--- src/rtl/sum_display_mux.sv ---
// sum_display_mux: captures {carry,sum}, converts to two BCD digits by double-dabble, and multiplexes them onto a shared 7-segment bus; define SUM_DISP_HEX_EN for direct hex display
module sum_display_mux #(
   parameter int REFRESH_DIV    = 50000,
   parameter int SEG_ACTIVE_LOW = 1
) (
   input  logic       in_clk,
   input  logic       in_rst,
   input  logic [3:0] in_s,
   input  logic       in_cy,
   input  logic       in_load,
   output logic       out_busy,
   output logic [6:0] out_seg,
   output logic [1:0] out_an
);
   localparam int CW = $clog2(REFRESH_DIV);
   localparam logic INV = (SEG_ACTIVE_LOW != 0);

   typedef enum logic {IDLE, CONV} state_t;

   state_t state, state_nxt;
   logic [4:0] bin;
   logic [7:0] bcd;
   logic [7:0] bcd_adj;
   logic [2:0] iter;
   logic [3:0] tens, units, digit;
   logic [CW-1:0] cnt;
   logic sel;
   logic blank;
   logic [6:0] seg_raw;

   function automatic logic [3:0] add3(input logic [3:0] n);
      return (n >= 4'd5) ? n + 4'd3 : n;
   endfunction

   assign bcd_adj  = {add3(bcd[7:4]), add3(bcd[3:0])};
   assign out_busy = (state == CONV);

   // next state: a load in IDLE starts a conversion that ends after five iterations
   always_comb begin
      state_nxt = state;
`ifdef SUM_DISP_HEX_EN
      state_nxt = IDLE;
`else
      if (state == IDLE)
         state_nxt = in_load ? CONV : IDLE;
      else
         state_nxt = (iter == 3'd4) ? IDLE : CONV;
`endif
   end

   // state register
   always_ff @(posedge in_clk)
      state <= in_rst ? IDLE : state_nxt;

   // conversion datapath and display registers; display only changes on the final iteration
   always_ff @(posedge in_clk) begin
      if (in_rst) begin
         bin   <= '0;
         bcd   <= '0;
         iter  <= '0;
         tens  <= '0;
         units <= '0;
      end else if (state == IDLE) begin
         if (in_load) begin
`ifdef SUM_DISP_HEX_EN
            units <= in_s;
            tens  <= {3'b000, in_cy};
`else
            bin  <= {in_cy, in_s};
            bcd  <= '0;
            iter <= '0;
`endif
         end
      end else begin
         bcd  <= {bcd_adj[6:0], bin[4]};
         bin  <= {bin[3:0], 1'b0};
         iter <= iter + 3'd1;
         if (iter == 3'd4) begin
            tens  <= bcd_adj[6:3];
            units <= {bcd_adj[2:0], bin[4]};
         end
      end
   end

   // refresh counter toggles the digit select every REFRESH_DIV cycles
   always_ff @(posedge in_clk) begin
      if (in_rst) begin
         cnt <= '0;
         sel <= 1'b0;
      end else if (cnt == CW'(REFRESH_DIV - 1)) begin
         cnt <= '0;
         sel <= ~sel;
      end else begin
         cnt <= cnt + CW'(1);
      end
   end

   // segment decode of the selected digit with leading-zero blanking and polarity
   always_comb begin
      digit = sel ? tens : units;
      blank = sel && (tens == 4'd0);
      seg_raw = 7'h00;
      case (digit)
         4'h0: seg_raw = 7'h3F;
         4'h1: seg_raw = 7'h06;
         4'h2: seg_raw = 7'h5B;
         4'h3: seg_raw = 7'h4F;
         4'h4: seg_raw = 7'h66;
         4'h5: seg_raw = 7'h6D;
         4'h6: seg_raw = 7'h7D;
         4'h7: seg_raw = 7'h07;
         4'h8: seg_raw = 7'h7F;
         4'h9: seg_raw = 7'h6F;
         4'hA: seg_raw = 7'h77;
         4'hB: seg_raw = 7'h7C;
         4'hC: seg_raw = 7'h39;
         4'hD: seg_raw = 7'h5E;
         4'hE: seg_raw = 7'h79;
         default: seg_raw = 7'h71;
      endcase
      out_seg = (blank ? 7'h00 : seg_raw) ^ {7{INV}};
      out_an  = (sel ? 2'b10 : 2'b01) ^ {2{INV}};
   end
endmodule
--- config.mk ---
export PLATFORM = sky130hd
export DESIGN_NAME = sum_display_mux
export DESIGN_NICKNAME = d
export VERILOG_FILES = /design/src/rtl/sum_display_mux.sv
export SDC_FILE = /design/constraint.sdc
export NUM_CORES = 1
export LEC_CHECK = 0
export ABC_AREA = 1
export CORE_MARGIN = 8
export CORE_UTILIZATION = 25
export DETAILED_ROUTE_END_ITERATION = 6
export HOLD_SLACK_MARGIN = 0.15
export PLACE_DENSITY = 0.44
export SYNTH_ARGS = -nofsm -noshare
export SYNTH_HDL_FRONTEND = slang
export SYNTH_SLANG_ARGS = --single-unit
--- constraint.sdc ---
create_clock -name in_clk -period 2.5 [get_ports in_clk]
set_input_delay 0.625 -clock in_clk [delete_from_list [all_inputs] [get_ports in_clk]]
set_output_delay 0.625 -clock in_clk [all_outputs]
set_load 0.01 [all_outputs]
======== Word level (Yosys, flattened, before mapping) ========
Memory sizes are Yosys's and may differ from the RTL's.
Cells that the tools add are included.
cells by class
  mux-type cells .......................... 14
  reduce and logical (&&, ||, !) cells .... 6
  equality and inequality tests ........... 2
  add/sub/neg operators ................... 4
  magnitude comparators ................... 2
  bitwise logic cells ..................... 3
operators with widths
  operator                                                            number
  adder 16 x 1 -> 16 bit (second input constant)                      1
  == test 16 bit (second input constant)                              1
  2-to-1 mux 8 bit                                                    2
  2-to-1 mux 5 bit                                                    2
  2-to-1 mux 3 bit                                                    3
  greater-or-equal comparator 4 x 3 -> 1 bit (second input constant)  2
  2-to-1 mux 4 bit                                                    2
  2-to-1 mux 7 bit                                                    1
  inverter 7 bit                                                      1
  adder 4 x 2 -> 4 bit (second input constant)                        1
  zero test 4 bit                                                     1
  OR reduction 2 bit                                                  2
  adder 3 x 1 -> 3 bit (second input constant)                        1
  adder 3 x 2 -> 3 bit (second input constant)                        1
  == test 3 bit (second input constant)                               1
  2-to-1 mux 1 bit                                                    3
  2-to-1 mux 2 bit                                                    1
  inverter 2 bit                                                      1
  AND reduction 2 bit                                                 1
  nonzero test 2 bit                                                  1
  logical AND 1 bit                                                   1
  inverter 1 bit                                                      1
storage, ports and cells
  bits of input ports ..................... 8
  memories kept ........................... 1
  bits in read-only memories .............. 112
  bits in registers ....................... 42
  output and inout bits ................... 10
  logic and storage cells ................. 41
memory list
  name             words  width  rd ports  clocked after memory_dff  wr ports  RTL line  source
  (no name shown)  16     7      1         0                         0         103       case (digit)

======== Depth between registers and ports, before layout ========
Gate-level depths: netlist of the first run.
  word-level depth ........................ 4
  gate-level depth with buffers ........... 10
  mapped depth without buffers ............ 9

======== Least setup slack after synthesis of the first run ========
Ideal clock, no wire load.
  path kind ............................... flip-flop to output port
  start ................................... register sel
  end ..................................... output port out_seg[1]
  buffers on the path ..................... 1
  data required time ...................... 1.875 ns
  data arrival time ....................... 1.518 ns
  cell stages (with the launch flop) ...... 9
  slack ................................... 0.357 ns
  cells stage by stage .................... dfxtp_1 -> buf_6 -> inv_6 -> o21ai_1 -> inv_1 -> ha_1 -> nand2_1 -> o21a_1 -> nand2_1
between the ends
  cells in the longest elaborated chain, start to end .. 4
  elaborated cells on any way between the ends .. 5
  those cells by class .................... mux: 2; bitwise: 1; reduce/logical: 1; memory: 1
ends and longest elaborated chain
  element                            RTL line  source
  start, declared                    27        logic sel;
  start signal, assigned             92        sel <= ~sel;
  2-to-1 mux 4 bit                   100       digit = sel ? tens : units;
  memory (16 x 7 bit)                --
  2-to-1 mux 7 bit *                 121       out_seg = (blank ? 7'h00 : seg_raw) ^ {7{INV}};
  inverter 7 bit (no source line) *  --
  end, declared                      12        output logic [6:0] out_seg,
Every way passes the cells marked *; elsewhere a longest branch is shown, timed or not.

======== Worst setup path in the final report of the first run ========
  start ................................... register sel
  end ..................................... output port out_seg[6]
Same word-level chain as after synthesis.

==> results of run 1 <==
cells in the mapped netlist (all sizes together) (3+ instances only):
master	number	area (sq um)
o21ai	16	91.3
nor2	33	146
ha	13	163
nand4	10	62.6
inv	47	181
a21oi	22	125
or2	3	18.8
nand3	34	180
nand2	94	368
a22oi	3	22.5
buf	5	45.0
o22ai	5	31.3
dfxtp	42	841
layout by cell type, fill, tap and decap left out, drive strengths merged:
cell / synthesis / layout
nand2: 94 / 94
a21oi: 22 / 22
o21a: 1 / 1
nand4: 10 / 10
a22oi: 3 / 3
o211ai: 1 / 1
clkdlybuf4s15: 0 / 2
nor3: 2 / 2
nand3: 34 / 34
or2: 3 / 3
nor2: 33 / 33
dlygate4sd2: 0 / 3
dfxtp: 42 / 42
inv: 47 / 47
clkbuf: 2 / 7
clkdlybuf4s50: 0 / 10
buf: 5 / 11
bufinv: 0 / 1
xnor2: 1 / 1
o22ai: 5 / 5
ha: 13 / 13
and3: 1 / 1
nor4: 1 / 1
o21ai: 16 / 16
a211oi: 1 / 1
xor2: 2 / 2
mux2i: 1 / 1
clkinv: 0 / 2
cell families after synthesis:
| logic type | share of synthesized area |
|---|---|
| AOI/OAI and AO/OA | 0.124 |
| xor gates and xnor gates | 0.0111 |
| muxes | 0.00423 |
| buffers and inverters | 0.0989 |
| DFF | 0.356 |
| and+or+nand+nor | 0.338 |
| adders and majority gates | 0.0688 |
where the power goes:
| group | leakage, nW | switching, W | internal, W |
|---|---|---|---|
| combinational | 0.708 | 0.0000453 | 0.0000311 |
| sequential | 0.341 | 0.00000899 | 0.000680 |
| clock | 0.0579 | 0.000232 | 0.000294 |
final cells by class:
type | instances | area, sq um | share of cell area
Sequential cell | 42 | 845 | 0.299
Clock buffer | 5 | 68.8 | 0.0243
Multi-Input combinational cell | 244 | 1310 | 0.465
Tap cell | 111 | 139 | 0.0491
Timing Repair Buffer | 28 | 239 | 0.0846
Inverter | 47 | 181 | 0.0642
Clock inverter | 3 | 40.0 | 0.0142
state kept, by name (all words and copies together) (netlist names):
signal / cells
units: 4
cnt: 16
bcd: 8
out_busy: 1
bin: 5
iter: 3
tens: 4
sel: 1
routing by layer:
layer | track usage | up-vias
met2 | 0.139 | 22
met5 | 0 | -
met4 | 0.0320 | 0
li1 | - | 1159
met3 | 0.0192 | 6
met1 | 0.110 | 931
metrics by stage:
step                      worst slack (ps)  TNS, ps  utilization
after global routing                -0.511   -0.511        0.307
final                                  121        0        0.307
after global placement                27.6        0        0.292
after detailed placement             -29.7    -45.5        0.292
after floorplan                        357        0            -
after CTS                             43.5        0        0.306
critical path, delay by kind of cell, from the launching register on:
family	cells	cell delay, ps
buffers and inverters	3	470
flip-flops	1	390
AND/OR/NAND/NOR	4	260
adder cells (fa/ha/maj)	1	200
AO/OA/AOI/OAI	2	140
worst paths after layout:
path	to	slack, ps	cells past startpoint	from
worst max-delay path	out_seg[6]	120	10	sel$_SDFFE_PP0N_
worst min-delay path	bcd[5]$_SDFFE_PP0P_	470	2	bcd[5]$_SDFFE_PP0P_
worst max register to register	units[2]$_SDFFE_PP0P_	1150	8	bcd[0]$_SDFFE_PP0P_
worst min register to register	bcd[5]$_SDFFE_PP0P_	470	2	bcd[5]$_SDFFE_PP0P_
timing repair:
item	CTS	global route
gates resized for setup	12	12
hold buffers	0	0
endpoints found under the setup margin	7	6
buffers inserted	3	0
pin swaps	0	1
gates cloned	0	0
==> impl_metrics.py, run 1 <==
metrics = {
    "status": {
        "status": "finished, final reports clean",
    },
    "die": {
        "dieHeight_um": 113,
        "num_rows": 35,
        "coreArea_sq_um": 9200,
        "initial_core_util": 0.257,
        "dieWidth_um": 113,
        "die_area_sq_um": 12800,
        "ios": 18,
    },
    "clock_tree": {
        "cts_sinks": 42,
        "cts_tree": "yes",
        "clk_pin_slew_ps": 80,
        "htree_num_levels": 2,
        "clock-root-buffer": "clkbuf_8",
        "cts_buffers": 5,
        "cts_buffer_depth": 2,
        "clkLatencyLatePin_ps": 290,
    },
    "yosys": {
        "synth-edff-count": 0,
        "yosys_warnings": 0,
        "synth_cell_types": 36,
        "syn-cell-area_sq_um": 2360,
        "synthArstFlopShare": 0,
        "syn_inst": 340,
        "synth_fp_nets": 361,
        "ys_seq_area_frac": 0.356,
        "syn_area_per_cell_sq_um": 6.96,
        "synthFlopType": "dfxtp_1",
        "ys_ff_latch": 42,
    },
    "route": {
        "wl_met1_mm": 2.68,
        "wirelength_mm": 5.14,
        "ant_nets": 0,
        "top_layer_used": "met4",
        "wl_met2_mm": 2.24,
        "drc": 0,
        "wl_per_cell_um": 10.7,
        "via_per_inst": 4.41,
        "dr.pass1.iters": 4,
        "drt_iter0_drc": 56,
        "vias": 2118,
        "wl_met3_um": 142,
    },
    "sta": {
        "hold_slack_ps": 466,
        "hold_viol_final": 0,
        "setup_viol": 0,
        "tightest_slew_ps": 295,
        "fin_crit_sh": 0.952,
        "max_freq_mhz": 420,
        "skew_ps": 8.09,
        "slew_headroom": 0.803,
        "slew_viol_final": 0,
        "fin_crit_ps": 2380,
    },
    "place": {
        "place_hpwl_mm": 3.94,
        "place.gp.congestion": 0.761,
        "dpl_cell_area_sq_um": 2680,
        "placed_cells": 469,
        "portBuffers": 17,
    },
    "layout": {
        "diodes": 0,
        "layout.cells.non_filler": 480,
        "postLayoutCellArea_sq_um": 2830,
        "fill_cells": 1022,
        "drive_gt1_frac": 0.136,
        "area_growth_syn_to_layout_pct": 19.5,
        "nets": 389,
    },
    "hold_path": {
        "hold_class": "reg2reg",
    },
    "power": {
        "ir_drop_uv": 167,
        "power_leakage_nw": 1.11,
        "powerDensity_nw_per_um2": 457,
        "finalPower_w": 0.00129,
    },
    "grt": {
        "grt_overflow": 0,
        "grt_first_pass_wirelength_mm": 9.17,
        "antenna_found_initial": 0,
        "track_usage": 0.0863,
        "grt_max_degree": 20,
        "grt_pass1_vias": 1987,
    },
    "critical_path": {
        "cp.arrival_ps": 1750,
        "critPathMaxFanout": 5,
        "crit_type": "reg2out",
        "crit_slowest_cell": "dfxtp_4",
        "crit_chain": "inv_6 > nand2_2 > o21ai_4 > buf_4 > ha_1 > nand2_2 > o21ai_0 > nand2_1 > nand2_1 > dlygate4sd2_1",
        "cp.required_ps": 1880,
        "startpoint_type": "flop",
        "critPathMaxStageDelay_ps": 390,
        "worstSetupEndpointType": "primary output",
    },
    "flow_run": {
        "drv_cap": 0,
    },
}
Power figures use the tool's default switching activity.
==> inputs of run 2 (changes only) <==
CORE_UTILIZATION = 61   (was 25)
GPL_ROUTABILITY_DRIVEN = 0   (was not set)
PLACE_DENSITY = 0.86   (was 0.44)
clock period = 3 ns   (was 2.5 ns; I/O delays follow)
==> run 2 against run 1 <==
  * Critical path depth down 1
  * Die area down 52%
  * Setup slack better by 45 ps
  * Sequential share of layout area is 1.4 points higher
  * First-iteration DRC count is 110% higher
  * Clock power fell by 16%
  * Final area down 4.4%
  * Clock-buffer cell count increased by 1
  * Cell count decreased by 14%
  * Largest cell class unchanged
==> impl_metrics.py, run 2 (same netlist as run 1, synthesis figures left out) <==
metrics = {
    "sta": {
        "rsz0062_at_grt": "no",
        "fin_crit_sh": 0.945,
        "max_freq_mhz": 353,
        "hold_viol_final": 0,
        "skew_ps": 10.7,
        "tightest_slew_ps": 600,
        "fin_crit_ps": 2830,
        "slew_headroom": 0.600,
        "setup_viol": 0,
        "fin_setup_tns_ps": 0,
        "slew_viol_final": 0,
    },
    "clock_tree": {
        "cts_sinks": 42,
        "cts_buffer_depth": 2,
        "clock-root-buffer": "clkbuf_8",
        "clkLatencyLatePin_ps": 300,
        "clk_pin_slew_ps": 80,
        "htree_num_levels": 2,
        "cts_hold_buf": 0,
        "cts_buffers": 5,
        "cts_tree": "yes",
    },
    "grt": {
        "grt_overflow": 0,
        "grt_max_degree": 21,
        "antenna_found_initial": 0,
        "grt_first_pass_wirelength_mm": 8.21,
        "track_usage": 0.160,
        "grt_pass1_vias": 1949,
    },
    "route": {
        "wl_per_cell_um": 11.9,
        "wl_met2_mm": 2.41,
        "via_per_inst": 5.24,
        "drc": 0,
        "wl_met1_mm": 2.22,
        "wirelength_mm": 4.89,
        "ant_nets": 0,
        "drt_iter0_drc": 120,
        "vias": 2155,
        "wl_met3_um": 217,
        "top_layer_used": "met4",
        "dr.pass1.iters": 5,
    },
    "place": {
        "portBuffers": 17,
        "dpl_cell_area_sq_um": 2580,
        "place_hpwl_mm": 3.56,
    },
    "critical_path": {
        "crit_type": "reg2out",
        "cp.arrival_ps": 2080,
        "startpoint_type": "flop",
        "cp.required_ps": 2250,
        "startpoint": "sel$_SDFFE_PP0N_",
        "critPathMaxFanout": 6,
        "r2r_start": "out_busy$_SDFF_PP0_",
        "worstSetupEndpointType": "primary output",
    },
    "layout": {
        "mostFrequentLayoutCell": "nand2_1",
        "fill_cells": 307,
        "diodes": 0,
        "final_cell_mix": "nand2_1, inv_1, dfxtp_1",
        "area_growth_syn_to_layout_pct": 14.2,
        "drive_gt1_frac": 0.0937,
        "reg_top3": "cnt (16), bcd (8), bin (5)",
        "nets": 383,
        "postLayoutCellArea_sq_um": 2700,
        "largest_register_ffs": 16,
        "top_register": "cnt",
    },
    "power": {
        "power_leakage_nw": 1.11,
        "ir_drop_uv": 350,
        "powerDensity_nw_per_um2": 399,
    },
    "die": {
        "num_rows": 22,
        "dieWidth_um": 78.3,
        "ios": 18,
        "dieHeight_um": 78.3,
        "initial_core_util": 0.641,
        "coreArea_sq_um": 3690,
        "die_area_sq_um": 6120,
    },
    "status": {
        "status": "finished, final reports clean",
    },
    "hold_path": {
        "hold_start": "bcd[5]$_SDFFE_PP0P_",
        "hold_class": "reg2reg",
    },
    "flow_run": {
        "drv_cap": 0,
    },
}
==> run 2: cell count changes in the layout (fill, tap and decap cells not counted), moves of 3 or more <==
cell / change
clkdlybuf4s50_1: +4
buf_4: -6
dlymetal6s2s_1: +3
dlygate4sd2_1: -3
==> run 2: repair_timing <==
action	in CTS	in global routing
gates cloned	0	0
setup endpoints to repair	1	4
pin swaps	0	0
gates resized for setup	1	4
buffers inserted	0	0
==> run 2: final cells by class <==
cell class / instances / area [sq um] / share of cell area
tap: 48 / 60.1 / 0.0222
clock buffer: 6 / 72.6 / 0.0269
timing repair buffer: 22 / 215 / 0.0797
clock inverter: 2 / 37.5 / 0.0139
sequential: 42 / 845 / 0.313
multi-input combinational: 244 / 1290 / 0.478
inverter: 47 / 181 / 0.0672
==> run 2: metrics by stage <==
step	hold WS, ps	utilization	setup slack (ps)	power (W)	instances
after floorplan	430	-	732	0.000628	340
after global placement	448	0.699	384	0.000647	403
after detailed placement	458	0.699	329	0.000649	403
after CTS	477	0.730	88.6	0.00109	411
after global routing	511	0.732	3.61	0.00112	411
final	472	0.732	166	0.00108	411
==> run 2: path summary, 6_finish.rpt <==
| path | end | slack, ps | cells past startpoint |
|---|---|---|---|
| worst max-delay path | out_seg[5] | 170 | 9 |
| worst min register to register | bcd[5]$_SDFFE_PP0P_ | 470 | 2 |
| worst max register to register | iter[0]$_SDFFE_PP0P_ | 1580 | 4 |
| worst min-delay path | bcd[5]$_SDFFE_PP0P_ | 470 | 2 |
==> run 2: routing by layer <==
layer,vias to the layer above,track usage
li1,1148,-
met1,954,0.179
met2,45,0.281
met3,8,0.0456
met4,0,0.0611
met5,-,0
==> run 2: power by group <==
| part | internal [W] | leakage (nW) | switching (W) |
|---|---|---|---|
| sequential | 0.000567 | 0.341 | 0.00000705 |
| clock | 0.000248 | 0.0514 | 0.000194 |
| combinational | 0.0000245 | 0.717 | 0.0000369 |
==> run 2: worst max-delay path: stages, from the launching register on <==
cell and delay [ps]:
dfxtp_4 400, inv_6 60, o21ai_1 160, buf_4 160, ha_1 160, nand2_1 80, o21ai_0 90, nand2_1 60
nand3_1 60, clkdlybuf4s50_1 540
